**src/rtl/mc_pkg.sv**
```systemverilog
// Shared encodings for the multicycle MIPS controller, datapath muxes and ALU control.
package mc_pkg;

  typedef enum logic [3:0] {
    StFetch    = 4'd0,
    StDecode   = 4'd1,
    StMemAddr  = 4'd2,
    StMemRead  = 4'd3,
    StMemWb    = 4'd4,
    StMemWrite = 4'd5,
    StRExec    = 4'd6,
    StRWb      = 4'd7,
    StBranch   = 4'd8,
    StJump     = 4'd9,
    StAddiExec = 4'd10,
    StAddiWb   = 4'd11
  } state_e;

  localparam logic [5:0] OpRtype = 6'b000000;
  localparam logic [5:0] OpLw    = 6'b100011;
  localparam logic [5:0] OpSw    = 6'b101011;
  localparam logic [5:0] OpBeq   = 6'b000100;
  localparam logic [5:0] OpJ     = 6'b000010;
  localparam logic [5:0] OpAddi  = 6'b001000;

  typedef enum logic [1:0] {
    PcSrcAlu    = 2'b00,
    PcSrcAluOut = 2'b01,
    PcSrcJump   = 2'b10,
    PcSrcRsvd   = 2'b11
  } pc_src_e;

  typedef enum logic [1:0] {
    AluBRegB   = 2'b00,
    AluBFour   = 2'b01,
    AluBImm    = 2'b10,
    AluBImmSh2 = 2'b11
  } alu_src_b_e;

  typedef enum logic [1:0] {
    AluOpAdd   = 2'b00,
    AluOpSub   = 2'b01,
    AluOpFunct = 2'b10,
    AluOpRsvd  = 2'b11
  } alu_op_e;

  typedef struct packed {
    logic       pc_write;
    logic       pc_write_cond;
    pc_src_e    pc_src;
    logic       i_or_d;
    logic       mem_read;
    logic       mem_write;
    logic       ir_write;
    logic       reg_dst;
    logic       mem_to_reg;
    logic       reg_write;
    logic       alu_src_a;
    alu_src_b_e alu_src_b;
    alu_op_e    alu_op;
    logic       illegal;
    logic       instr_done;
  } ctrl_t;

  function automatic logic op_supported(logic [5:0] op);
    return (op == OpRtype) || (op == OpLw) || (op == OpSw) ||
           (op == OpBeq) || (op == OpJ) || (op == OpAddi);
  endfunction

endpackage

```
**src/rtl/multicycle_controller_if.sv**
```systemverilog
// Controller <-> datapath/memory strobe bundle; master is the controller.
interface multicycle_controller_if;

  logic [5:0] opcode;
  logic       mem_ready;
  logic       pc_write;
  logic       pc_write_cond;
  logic [1:0] pc_src;
  logic       i_or_d;
  logic       mem_read;
  logic       mem_write;
  logic       ir_write;
  logic       reg_dst;
  logic       mem_to_reg;
  logic       reg_write;
  logic       alu_src_a;
  logic [1:0] alu_src_b;
  logic [1:0] alu_op;
  logic       illegal;
  logic       instr_done;

  modport master (
    input  opcode, mem_ready,
    output pc_write, pc_write_cond, pc_src, i_or_d, mem_read, mem_write, ir_write,
           reg_dst, mem_to_reg, reg_write, alu_src_a, alu_src_b, alu_op, illegal, instr_done
  );

  modport slave (
    output opcode, mem_ready,
    input  pc_write, pc_write_cond, pc_src, i_or_d, mem_read, mem_write, ir_write,
           reg_dst, mem_to_reg, reg_write, alu_src_a, alu_src_b, alu_op, illegal, instr_done
  );

endinterface

```
**src/rtl/mc_output_decode.sv**
```systemverilog
// Combinational state-to-strobe decode; mem_ready only qualifies the completing cycle.
module mc_output_decode
  import mc_pkg::*;
(
  input  logic       rst,
  input  state_e     state,
  input  logic [5:0] opcode,
  input  logic       mem_ready,
  output ctrl_t      ctrl
);

  always_comb begin
    ctrl = '0;
    // Reset forces every strobe low, including those of the FETCH state.
    if (!rst) begin
      unique case (state)
        StFetch: begin
          ctrl.mem_read  = 1'b1;
          ctrl.i_or_d    = 1'b0;
          ctrl.alu_src_a = 1'b0;
          ctrl.alu_src_b = AluBFour;
          ctrl.alu_op    = AluOpAdd;
          ctrl.pc_src    = PcSrcAlu;
          ctrl.ir_write  = mem_ready;
          ctrl.pc_write  = mem_ready;
        end
        StDecode: begin
          ctrl.alu_src_a = 1'b0;
          ctrl.alu_src_b = AluBImmSh2;
          ctrl.alu_op    = AluOpAdd;
          if (!op_supported(opcode)) begin
            ctrl.illegal    = 1'b1;
            ctrl.instr_done = 1'b1;
          end
        end
        StMemAddr, StAddiExec: begin
          ctrl.alu_src_a = 1'b1;
          ctrl.alu_src_b = AluBImm;
          ctrl.alu_op    = AluOpAdd;
        end
        StMemRead: begin
          ctrl.mem_read = 1'b1;
          ctrl.i_or_d   = 1'b1;
        end
        StMemWrite: begin
          ctrl.mem_write  = 1'b1;
          ctrl.i_or_d     = 1'b1;
          ctrl.instr_done = mem_ready;
        end
        StMemWb: begin
          ctrl.reg_write  = 1'b1;
          ctrl.mem_to_reg = 1'b1;
          ctrl.reg_dst    = 1'b0;
          ctrl.instr_done = 1'b1;
        end
        StRExec: begin
          ctrl.alu_src_a = 1'b1;
          ctrl.alu_src_b = AluBRegB;
          ctrl.alu_op    = AluOpFunct;
        end
        StRWb: begin
          ctrl.reg_write  = 1'b1;
          ctrl.reg_dst    = 1'b1;
          ctrl.mem_to_reg = 1'b0;
          ctrl.instr_done = 1'b1;
        end
        StAddiWb: begin
          ctrl.reg_write  = 1'b1;
          ctrl.reg_dst    = 1'b0;
          ctrl.mem_to_reg = 1'b0;
          ctrl.instr_done = 1'b1;
        end
        StBranch: begin
          ctrl.alu_src_a     = 1'b1;
          ctrl.alu_src_b     = AluBRegB;
          ctrl.alu_op        = AluOpSub;
          ctrl.pc_write_cond = 1'b1;
          ctrl.pc_src        = PcSrcAluOut;
          ctrl.instr_done    = 1'b1;
        end
        StJump: begin
          ctrl.pc_write   = 1'b1;
          ctrl.pc_src     = PcSrcJump;
          ctrl.instr_done = 1'b1;
        end
        default: ctrl = '0;
      endcase
    end
  end

endmodule

```
**src/rtl/multicycle_controller.sv**
```systemverilog
// Main control FSM for the multicycle MIPS datapath: state register and next-state logic.
module multicycle_controller
  import mc_pkg::*;
(
  input  logic                    clk,
  input  logic                    rst,
  multicycle_controller_if.master bus
);

  state_e state_q, state_d;
  logic   is_store_q, is_store_d;
  ctrl_t  ctrl;

  always_ff @(posedge clk) begin
    if (rst) begin
      state_q    <= StFetch;
      is_store_q <= 1'b0;
    end else begin
      state_q    <= state_d;
      is_store_q <= is_store_d;
    end
  end

  // opcode is only valid in DECODE, so lw/sw is remembered for the MEM_ADDR branch.
  always_comb begin
    state_d    = state_q;
    is_store_d = is_store_q;
    unique case (state_q)
      StFetch: begin
        if (bus.mem_ready) state_d = StDecode;
      end
      StDecode: begin
        is_store_d = (bus.opcode == OpSw);
        case (bus.opcode)
          OpLw, OpSw: state_d = StMemAddr;
          OpRtype:    state_d = StRExec;
          OpBeq:      state_d = StBranch;
          OpJ:        state_d = StJump;
          OpAddi:     state_d = StAddiExec;
          default:    state_d = StFetch;
        endcase
      end
      StMemAddr:  state_d = is_store_q ? StMemWrite : StMemRead;
      StMemRead: begin
        if (bus.mem_ready) state_d = StMemWb;
      end
      StMemWrite: begin
        if (bus.mem_ready) state_d = StFetch;
      end
      StRExec:    state_d = StRWb;
      StAddiExec: state_d = StAddiWb;
      StMemWb, StRWb, StAddiWb, StBranch, StJump: state_d = StFetch;
      default:    state_d = StFetch;
    endcase
  end

  mc_output_decode u_output_decode (
    .rst       (rst),
    .state     (state_q),
    .opcode    (bus.opcode),
    .mem_ready (bus.mem_ready),
    .ctrl      (ctrl)
  );

  assign bus.pc_write      = ctrl.pc_write;
  assign bus.pc_write_cond = ctrl.pc_write_cond;
  assign bus.pc_src        = ctrl.pc_src;
  assign bus.i_or_d        = ctrl.i_or_d;
  assign bus.mem_read      = ctrl.mem_read;
  assign bus.mem_write     = ctrl.mem_write;
  assign bus.ir_write      = ctrl.ir_write;
  assign bus.reg_dst       = ctrl.reg_dst;
  assign bus.mem_to_reg    = ctrl.mem_to_reg;
  assign bus.reg_write     = ctrl.reg_write;
  assign bus.alu_src_a     = ctrl.alu_src_a;
  assign bus.alu_src_b     = ctrl.alu_src_b;
  assign bus.alu_op        = ctrl.alu_op;
  assign bus.illegal       = ctrl.illegal;
  assign bus.instr_done    = ctrl.instr_done;

endmodule

```
**src/flat_wrapper.sv**
```systemverilog
// flat-port wrapper written by rule: the top's interface ports become plain ports
module multicycle_controller_flat import mc_pkg::*;
  (clk, rst, bus_opcode, bus_mem_ready, bus_pc_write, bus_pc_write_cond, bus_pc_src, bus_i_or_d, bus_mem_read, bus_mem_write, bus_ir_write, bus_reg_dst, bus_mem_to_reg, bus_reg_write, bus_alu_src_a, bus_alu_src_b, bus_alu_op, bus_illegal, bus_instr_done);
  multicycle_controller_if bus_i ();
  input  logic clk;
  input  logic rst;
  input wire logic [$bits(bus_i.opcode)-1:0] bus_opcode;
  input wire logic [$bits(bus_i.mem_ready)-1:0] bus_mem_ready;
  output wire logic [$bits(bus_i.pc_write)-1:0] bus_pc_write;
  output wire logic [$bits(bus_i.pc_write_cond)-1:0] bus_pc_write_cond;
  output wire logic [$bits(bus_i.pc_src)-1:0] bus_pc_src;
  output wire logic [$bits(bus_i.i_or_d)-1:0] bus_i_or_d;
  output wire logic [$bits(bus_i.mem_read)-1:0] bus_mem_read;
  output wire logic [$bits(bus_i.mem_write)-1:0] bus_mem_write;
  output wire logic [$bits(bus_i.ir_write)-1:0] bus_ir_write;
  output wire logic [$bits(bus_i.reg_dst)-1:0] bus_reg_dst;
  output wire logic [$bits(bus_i.mem_to_reg)-1:0] bus_mem_to_reg;
  output wire logic [$bits(bus_i.reg_write)-1:0] bus_reg_write;
  output wire logic [$bits(bus_i.alu_src_a)-1:0] bus_alu_src_a;
  output wire logic [$bits(bus_i.alu_src_b)-1:0] bus_alu_src_b;
  output wire logic [$bits(bus_i.alu_op)-1:0] bus_alu_op;
  output wire logic [$bits(bus_i.illegal)-1:0] bus_illegal;
  output wire logic [$bits(bus_i.instr_done)-1:0] bus_instr_done;
  assign bus_i.opcode = bus_opcode;
  assign bus_i.mem_ready = bus_mem_ready;
  assign bus_pc_write = bus_i.pc_write;
  assign bus_pc_write_cond = bus_i.pc_write_cond;
  assign bus_pc_src = bus_i.pc_src;
  assign bus_i_or_d = bus_i.i_or_d;
  assign bus_mem_read = bus_i.mem_read;
  assign bus_mem_write = bus_i.mem_write;
  assign bus_ir_write = bus_i.ir_write;
  assign bus_reg_dst = bus_i.reg_dst;
  assign bus_mem_to_reg = bus_i.mem_to_reg;
  assign bus_reg_write = bus_i.reg_write;
  assign bus_alu_src_a = bus_i.alu_src_a;
  assign bus_alu_src_b = bus_i.alu_src_b;
  assign bus_alu_op = bus_i.alu_op;
  assign bus_illegal = bus_i.illegal;
  assign bus_instr_done = bus_i.instr_done;
  multicycle_controller u_core (.clk(clk), .rst(rst), .bus(bus_i));
endmodule
```
**config.mk**
```make
export PLATFORM = sky130hd
export DESIGN_NAME = multicycle_controller_flat
export DESIGN_NICKNAME = d
export VERILOG_FILES = /design/src/rtl/mc_pkg.sv /design/src/rtl/multicycle_controller_if.sv /design/src/rtl/mc_output_decode.sv /design/src/rtl/multicycle_controller.sv /design/src/flat_wrapper.sv
export SDC_FILE = /design/constraint.sdc
export NUM_CORES = 1
export LEC_CHECK = 0
export ABC_CLOCK_PERIOD_IN_PS = 1680
export BUFFER_PORTS_ARGS = -buffer_cell sky130_fd_sc_hd__buf_2
export CAP_MARGIN = 20
export CORE_MARGIN = 1
export CORE_UTILIZATION = 45
export DETAILED_ROUTE_END_ITERATION = 7
export PLACE_DENSITY = 0.87
export SLEW_MARGIN = 10
export SYNTH_ARGS = -nofsm -noshare
export SYNTH_HDL_FRONTEND = slang
export SYNTH_SLANG_ARGS = --single-unit
export TNS_END_PERCENT = 5
```
**constraint.sdc**
```tcl
create_clock -name clk -period 1.68 [get_ports clk]
set_input_delay 0.336 -clock clk [delete_from_list [all_inputs] [get_ports clk]]
set_output_delay 0.336 -clock clk [all_outputs]
set_load 0.1 [all_outputs]
```
==> results of run 1 <==
==> cell families after synthesis <==
family,synth area share
xor gates and xnor gates,0.0293
DFF,0.167
buffers and inverters,0.103
and+or+nand+nor,0.446
AOI/OAI and AO/OA,0.255
==> cell usage after synthesis <==
master	count
clkbuf_1	5
buf_6	1
xor2_1	1
a21o_1	1
nand2b_1	4
or4_1	2
or3b_2	1
a2111o_1	1
nor2_1	5
a21oi_2	1
nand2_1	5
a22o_1	2
and4_1	1
nor2b_1	2
dfxtp_1	5
or3_1	3
nand4_1	1
buf_4	1
a21boi_0	1
nor4_1	4
a211oi_1	2
a21oi_1	6
o31a_1	1
xnor2_1	1
o211ai_1	1
inv_1	5
nor3_1	10
nand3_1	2
o21ai_0	6
o32ai_1	1
nor4b_1	4
or4b_4	1
buf_2	1
==> stage by stage <==
| step | setup WS, ps | setup TNS, ps | std cells | hold WS, ps | cell area (um^2) |
|---|---|---|---|---|---|
| 2_1_floorplan | -563 | -8280 | 88 | 454 | 877 |
| 3_3_place_gp | -103 | -476 | 149 | 476 | 1410 |
==> metrics.cfg, run 1 <==
[logic_synthesis]
seq_area_frac_synth = 0.167
synth_cells = 88
synthTopCellsByArea = dfxtp_1 (17%), nor3_1 (8.4%), nor4b_1 (5.9%)
synth.cell_area_um2 = 598
yosysWarnings = 0
synth_top_area_share = 0.167
syn_nets = 97
yosysTopAreaCell = dfxtp_1
synth.distinct_cells = 33
syn_avg_cell_area_um2 = 6.80
ys_ff_latch = 5

[run_status]
error = [ERROR DPL-0038] Utilization greater than 100%, impossible to legalize
failed_stage = detailed placement
status = did not finish

[floorplan]
start_util = 0.511
die_w_um = 38.5
pin_count = 27
num_rows = 12
die_h_um = 38.5

[placed_design]
globalplace.congestion = 0.939
portBuffers = 26

==> run 2: changes to the inputs <==
Settings changed: CORE_AREA set to 2 2 63 65, CORE_MARGIN 1 to unset, CORE_UTILIZATION 45 to unset, DIE_AREA set to 0 0 65 67, PLACE_DENSITY 0.87 to unset, PLACE_DENSITY_LB_ADDON set to 0.15.
==> run 2 against run 1 <==
- the flow now finishes, with violations (setup timing)
- synthesized cell count is the same
- synthesized area is the same
==> metrics.cfg, run 2 <==
[run_status]
status = complete, but fails checks
violations = setup timing

[placed_design]
portBuffers = 26
dpl.cell_count = 187
dp_hpwl_um = 2070
globalplace.congestion = 0.882
place_area_um2 = 1500

[logic_synthesis]
synth.distinct_cells = 33
ys_ff_latch = 5
synth_top_family_by_area = simple AND/OR/NAND/NOR gates
synth.most_common_cell = nor3_1
syn_avg_cell_area_um2 = 6.80
synthXorXnorAreaFrac = 0.0293
synth-simple-area-share = 0.446
synth-edff-count = 0
syn_nets = 97
synth_cells = 88
ys.flop_type = dfxtp_1
seq_area_frac_synth = 0.167
ys_top_cells_by_count = nor3_1 (10), a21oi_1 (6), o21ai_0 (6)
yosysTopAreaCell = dfxtp_1
synth_top_area_share = 0.167
ys_async_sr_fraction = 0
synthAdderAreaFrac = 0
muxShareOfSynthArea = 0
synthTopCellsByArea = dfxtp_1 (17%), nor3_1 (8.4%), nor4b_1 (5.9%)
yosysWarnings = 0
synth_compound_area_frac = 0.255
synth.cell_area_um2 = 598

[hold_path]
hold_path.class = reg -> reg
worstHoldPathCells = 2

[layout]
largest_reg_flops = 4
fin_area_um2 = 1610
finalNetCount = 153
fillCellCount = 358
reg_top3 = u_core.state_q (4), u_core.is_store_q (1)
syn_to_final_growth_pct = 170
final_common_cell = buf_4
largest-register = u_core.state_q
fin_util = 0.448
drive_above_1_share = 0.671
most-common-layout-cells = buf_4 (27), buf_12 (21), buf_2 (8), o21ai_0 (6)
final_cells = 191
diodes = 0

[critical_path]
worst_setup_path_start_kind = flip-flop
end_kind = primary output
r2r_cells = 4
worstPathArrival_ps = 1700
critPathKind = reg -> out
worst_ep_required_time_ps = 1340
cp_max_fo = 4
cp_slowest_cell = or4b_4
worstPathCellList = or4b_4 -> nor2_2 -> and4_4 -> a21o_4 -> buf_12
cpPeakStageDelay_ps = 540

[routing]
num_vias = 882
route.met3.wl_um = 105
highest_layer = met4
viasPerCell = 4.62
wl_met1_um = 1050
firstDrtPassIters = 4
dr_wl_met2_um = 1280
remaining_drc_errors = 0
wirelength_um = 2460
ant_nets = 0
detail_route.wl_per_cell_um = 12.9
drt-initial-drc-count = 6

[clock_tree]
cts_hold_buf = 0
clock_sinks = 5
post_cts_buffers = 0
cts-root-buf = clkbuf_8
clk_latency_ps = 220
cts-htree-levels = 1
clk_path_buf_depth = 2
clkTransAtPathRegs_ps = 30
numCtsBuffers = 3
tritoncts = done

[global_routing]
antenna_found_initial = 0
grt_overflow_total = 0
grt_pass1_vias = 871
grt_max_degree = 13
grt_pass1_wl_um = 4040
grtUsageTotal = 0.120

[power_and_ir_drop]
p_leak_uw = 0.000603
vdd_ir_drop_max_mv = 0.270
p_per_area_nw_per_um2 = 417

[floorplan]
die_w_um = 65
core_um2 = 3610
num_rows = 22
die_area_um2 = 4360
start_util = 0.166
pin_count = 27
die_h_um = 67

[timing]
slew_headroom = 0.781
maxSlewViolCount = 0
layout_min_cycle_time_ps = 2030
rsz0062_at_grt = yes
finalCritPeriodShare = 1.21
setup_tns_ps = -3230
max_freq_mhz = 492
setup_slack_ps = -352
finalHoldViolations = 0
worstMarginPinSlew_ps = 326
finClkSkew_ps = 0.190
setup_violations = 18

[job]
maxCapViolCount = 0

==> run 2: cell counts after synthesis <==
Identical to the previous run, type by type.
==> run 2: worst max-delay path, delay by kind of cell (launching register included) <==
family / cells / cell delay, ps
AOI/OAI and AO/OA: 1 / 100
buffers and inverters: 1 / 160
DFF: 1 / 320
and+or+nand+nor: 3 / 880
==> run 2: final cells by class <==
class                           count  area (um^2)  area share
Timing Repair Buffer               59          697       0.432
Sequential cell                     5          105      0.0651
Inverter                            5         22.5      0.0140
Multi-Input combinational cell     70          684       0.424
Tap cell                           48         60.1      0.0372
Clock buffer                        4         45.0      0.0279
==> run 2: routing by layer <==
layer,up-vias,track usage
met5,-,0
met4,0,0.0479
met1,418,0.143
met3,4,0.0101
li1,437,-
met2,23,0.220
==> run 2: stage by stage <==
step	hold slack [ps]	power, uW	worst slack (ps)
2_1_floorplan	454	323	-563
3_3_place_gp	469	441	-128
3_5_place_dp	474	442	-156
4_1_cts	478	676	-352
5_1_grt	509	704	-392
6_report	477	673	-352
==> run 2: logic make-up (layout without fill, tap and decap cells) <==
kind of cell,after synthesis,after routing
xor gates and xnor gates,2,2
buffers and inverters,13,68
DFF,5,5
and+or+nand+nor,45,45
AOI/OAI and AO/OA,23,23
==> run 2: path summary, 6_finish.rpt <==
kind | start | end | slack [ps]
setup / recovery | u_core.state_q[2] | bus_instr_done | -350
hold / removal | u_core.is_store_q | u_core.is_store_q | 480
setup reg to reg | u_core.state_q[2] | u_core.is_store_q | 100
hold reg to reg | u_core.is_store_q | u_core.is_store_q | 480
==> run 2: where the power goes <==
part	switching [uW]	internal, uW
logic	185	138
clock network	59.4	163
registers	4.03	123
total	249	424
==> run 2: what timing repair did <==
action,in CTS,in global routing
pin swaps,6,2
resized for setup,10,7
setup endpoints to repair,18,19
(Power assumes the default switching activity.)
